**config.mk**
```make
export PLATFORM = sky130hd
export DESIGN_NAME = sigma_delta_ef_mod
export DESIGN_NICKNAME = d
export VERILOG_FILES = /design/src/rtl/sigma_delta_ef_mod.sv
export SDC_FILE = /design/constraint.sdc
export NUM_CORES = 1
export LEC_CHECK = 0
export ABC_AREA = 1
export ABC_CLOCK_PERIOD_IN_PS = 5200
export CAP_MARGIN = 15
export CORE_MARGIN = 4
export CORE_UTILIZATION = 60
export DETAILED_ROUTE_END_ITERATION = 16
export PLACE_DENSITY = 0.85
export SLEW_MARGIN = 25
export SYNTH_ARGS = -nofsm -noshare
export SYNTH_HDL_FRONTEND = slang
export SYNTH_SLANG_ARGS = --single-unit
```
**constraint.sdc**
```tcl
create_clock -name clk -period 5.2 [get_ports clk]
set_input_delay 1.3 -clock clk [delete_from_list [all_inputs] [get_ports clk]]
set_output_delay 1.3 -clock clk [all_outputs]
set_load 0.02 [all_outputs]
```
**src/rtl/sigma_delta_ef_mod.sv**
```systemverilog
// Error-feedback sigma-delta modulator: 1st/2nd-order noise shaping with a truncating
// quantiser, optional LFSR dither, saturating or wrapping loop value and an overload flag.
module sigma_delta_ef_mod #(
    parameter int ORDER      = 2,
    parameter int IS_LIMITED = 1,
    parameter int DITHER     = 0,
    parameter int IN_WIDTH   = 16,
    parameter int OUT_WIDTH  = 8
) (
    input  logic                 clk,
    input  logic                 rst,
    input  logic                 en,
    input  logic [IN_WIDTH-1:0]  in,
    output logic [OUT_WIDTH-1:0] sdOut,
    output logic                 overload
);

    localparam int S  = IN_WIDTH - OUT_WIDTH;
    localparam int VW = IN_WIDTH + 3;

    localparam logic signed [VW-1:0]  V_MAX    = VW'(2**(IN_WIDTH-1) - 1);
    localparam logic signed [VW-1:0]  V_MIN    = ~V_MAX;
    localparam logic [IN_WIDTH-1:0]   IN_MAX   = {1'b0, {(IN_WIDTH-1){1'b1}}};
    localparam logic [IN_WIDTH-1:0]   IN_MIN   = {1'b1, {(IN_WIDTH-1){1'b0}}};
    localparam logic [OUT_WIDTH-1:0]  MIDSCALE = {1'b1, {(OUT_WIDTH-1){1'b0}}};

    generate
        if (OUT_WIDTH >= IN_WIDTH || OUT_WIDTH < 1) begin : g_bad_width
            $error("sigma_delta_ef_mod: OUT_WIDTH must be in 1..IN_WIDTH-1");
        end
        if (ORDER != 1 && ORDER != 2) begin : g_bad_order
            $error("sigma_delta_ef_mod: ORDER must be 1 or 2");
        end
    endgenerate

    logic [S-1:0]           e1_reg;
    logic [S-1:0]           e2_reg;
    logic [15:0]            lfsr_reg;
    logic                   lfsr_fb;

    logic signed [VW-1:0]   in_ext;
    logic signed [VW-1:0]   e1_ext;
    logic signed [VW-1:0]   e2_ext;
    logic signed [VW-1:0]   d_ext;
    logic signed [VW-1:0]   v_next;
    logic                   ovf_next;
    logic [IN_WIDTH-1:0]    vq_next;
    logic [OUT_WIDTH-1:0]   q_next;
    logic [S-1:0]           e_next;

    assign in_ext = {{3{in[IN_WIDTH-1]}}, in};
    assign e1_ext = {{(VW-S){1'b0}}, e1_reg};
    assign e2_ext = {{(VW-S){1'b0}}, e2_reg};
    assign d_ext  = {{(VW-1){1'b0}}, (DITHER != 0) ? lfsr_reg[0] : 1'b0};

    // 2nd order feeds back 2*e[n-1] - e[n-2], i.e. (1 - z^-1)^2 shaping of the error
    assign v_next = in_ext + ((ORDER == 2) ? ((e1_ext <<< 1) - e2_ext) : e1_ext) + d_ext;

    assign ovf_next = (v_next > V_MAX) || (v_next < V_MIN);

    always_comb begin
        vq_next = v_next[IN_WIDTH-1:0];
        if (IS_LIMITED != 0 && ovf_next) begin
            vq_next = (v_next > V_MAX) ? IN_MAX : IN_MIN;
        end
    end

    // Error is taken after clipping, so it always stays within S unsigned bits
    assign q_next  = vq_next[IN_WIDTH-1:S];
    assign e_next  = vq_next[S-1:0];
    assign lfsr_fb = lfsr_reg[15] ^ lfsr_reg[13] ^ lfsr_reg[12] ^ lfsr_reg[10];

    always_ff @(posedge clk) begin
        if (rst) begin
            e1_reg   <= '0;
            e2_reg   <= '0;
            lfsr_reg <= 16'hACE1;
            sdOut    <= MIDSCALE;
            overload <= 1'b0;
        end else if (en) begin
            sdOut    <= q_next ^ MIDSCALE;
            overload <= ovf_next;
            e2_reg   <= e1_reg;
            e1_reg   <= e_next;
            lfsr_reg <= {lfsr_reg[14:0], lfsr_fb};
        end
    end

endmodule

```
==> flow_summary_export.csv <==
group,metric,value,unit
global_route,grt_antenna_before_repair,0,
placement,io_buffers,27,
logic_synthesis,syn_inst,326,
logic_synthesis,yosysSeqAreaShare,22.5,%
timing,finalSetupViolCount,0,
global_route,grt_pass1_vias,1998,
clock_tree,cts_num_sinks,25,
logic_synthesis,synth_cell_types,30,
logic_synthesis,synth_edf_count,0,
drt,firstDrtPassIters,4,
setup_path,cp_slowest_stage_delay,0.55,ns
timing,period_minus_slack,3.65,ns
timing,period_share,70.3,%
die,start_util,64.1,%
die,core.rowCount,21,
finish,final_common_cell,"nand2_1",
clock_tree,cts.clk_slew.worst_paths,0.09,ns
setup_path,critPathMaxFanout,11,
die,die_w,68.9,µm
timing,slew_headroom,51.9,%
clock_tree,ctsResizeCount,0,
drt,ant_nets,0,
timing,max_clock_freq,274,MHz
clock_tree,cts_buffers,3,
hold_path,hp-class,"register to register",
setup_path,path_cells,"inv_1 -> ha_1 -> a21oi_1 -> nand2_1 -> nand4_1 -> o211ai_1 -> a211oi_2 -> ha_1 -> a21oi_1 -> nand2_1 -> a21oi_1 -> nand2_1 -> nand2_1 -> nand2_2 -> nand2_4 -> inv_2 -> nor2_4 -> nand2_2 -> a21oi_2",
global_route,grt_max_degree,23,
die,io_pins,28,
setup_path,crit_path_top_delay_cell,"a211oi_2",
die,coreArea,3470,µm²
timing,tns,0,ns
placement,dp_hpwl,4120,µm
drt,drc_errors,0,
logic_synthesis,syn_area_per_cell,6.82,µm²
drt,routed_via_density,5.38,
run_status,outcome,"finished clean",
setup_path,required,5.41,ns
placement,place_congestion,0.919,
setup_path,worst_path_most_repeated_cell,"nand2_1",
timing,slew_violations,0,
logic_synthesis,ys_ff_latch,25,
setup_path,end_kind,"register",
timing,rsz0062_at_grt,"false",
die,die_y,68.9,µm
drt,wire_per_inst,13.0,µm
setup_path,worstPathArrival,3.86,ns
job,cap_violations,0,
clock_tree,clock_path_buffers,2,
drt,wl,5140,µm
clock_tree,root_buffer,"clkbuf_8",
finish,antennaDiodeCount,0,
drt,vias,2132,
global_route,grt_first_pass_wirelength,8430,µm
finish,drive_above_1_share,11.7,%
finish,fillers,296,
finish,final_cell_mix,"nand2_1, inv_1, a21oi_1",
logic_synthesis,yosysWarnings,0,
global_route,grt_use_total,23.4,%
clock_tree,cts_setup_buffers,0,
clock_tree,htreeDepth,1,
timing,skew,0.00563,ns
logic_synthesis,yosys_most_used_dff,"dfxtp_1",
setup_path,critPathKind,"register to register",
finish,syn_to_final_growth,15.2,%
setup_path,worst_setup_path_start_kind,"register",
logic_synthesis,async_flop_share,0,%
logic_synthesis,syn_area,2220,µm²
drt,drtIter0Drc,163,
global_route,grt-ovfl-total,0,
clock_tree,cts_hold_buffers,0,
die,die_area,4740,µm²
timing,hold_viol,0,
clock_tree,tritoncts,"built",
logic_synthesis,syn_nets,370,
finish,nets,395,
clock_tree,clk_latency,0.27,ns
timing,worst_pin_slew,0.719,ns
## cells by family after synthesis
logic type / Yosys count / synth area share, %
and+or+nand+nor: 127 / 26.7
adders and majority gates: 25 / 14.7
xor gates and xnor gates: 17 / 6.70
buffers and inverters: 60 / 10.8
DFF: 25 / 22.5
AOI/OAI and AO/OA: 72 / 18.6
## metrics by stage
stage | util (%) | setup slack (ns) | cell area (µm²) | hold slack (ns) | cells
after detailed placement | 72.4 | 1.31 | 2510 | 0.461 | 392
after floorplan | - | 1.92 | 2220 | 0.437 | 326
after CTS | 73.7 | 1.31 | 2560 | 0.475 | 396
final | 73.8 | 1.55 | 2560 | 0.471 | 396
after global placement | 72.4 | 1.40 | 2510 | 0.450 | 392
after global routing | 73.8 | 1.14 | 2560 | 0.488 | 396
## worst max-delay path, delay by kind of cell, from the launching register on
family,cells,cell delay [ns]
AOI/OAI and AO/OA,6,1.41
and+or+nand+nor,9,1.06
adders and majority gates,2,0.71
DFF,1,0.32
buffers and inverters,2,0.10
## cell usage after synthesis, drive strengths merged, types with 4 or more instances
master	n	area share (%)
nand4	4	1.1
nand3	14	3.4
clkbuf	5	0.84
nand2	87	17
nor2	17	3.4
xor2	10	3.9
o21ai	25	5.6
a21oi	40	11
dfxtp	25	23
ha	23	13
inv	53	8.9
xnor2	7	2.8
## final timing paths
kind                            end  slack, ns  cells after the start              startpoint
max           sdOut[1]$_SDFFE_PP0P_       1.55                     19  e2_reg[2]$_SDFFE_PP0P_
min          e2_reg[5]$_SDFFE_PP0P_       0.47                      2  e2_reg[5]$_SDFFE_PP0P_
min reg2reg  e2_reg[5]$_SDFFE_PP0P_       0.47                      2  e2_reg[5]$_SDFFE_PP0P_
max reg2reg   sdOut[1]$_SDFFE_PP0P_       1.55                     19  e2_reg[2]$_SDFFE_PP0P_
## layer usage
| metal | up-vias | share of wire (%) | GRT usage (%) |
|---|---|---|---|
| met5 | - | 0 | 0 |
| met4 | 0 | 1.4 | 5.84 |
| met3 | 8 | 5.2 | 4.54 |
| met2 | 67 | 47 | 38.9 |
| met1 | 951 | 46 | 30.9 |
| li1 | 1106 | - | - |
## area by class of cell
class	instances	area, µm²	share of cell area (%)
multi-input combinational	241	1490	58.1
inverter	53	199	7.77
sequential	25	500	19.5
timing repair buffer	27	270	10.6
clock buffer	3	41.3	1.61
clock inverter	1	5.00	0.195
tap	46	57.6	2.25
Power is left out: the tool's default activity adds up to more than one toggle a clock period on the data nets, which glitch-free logic cannot reach.
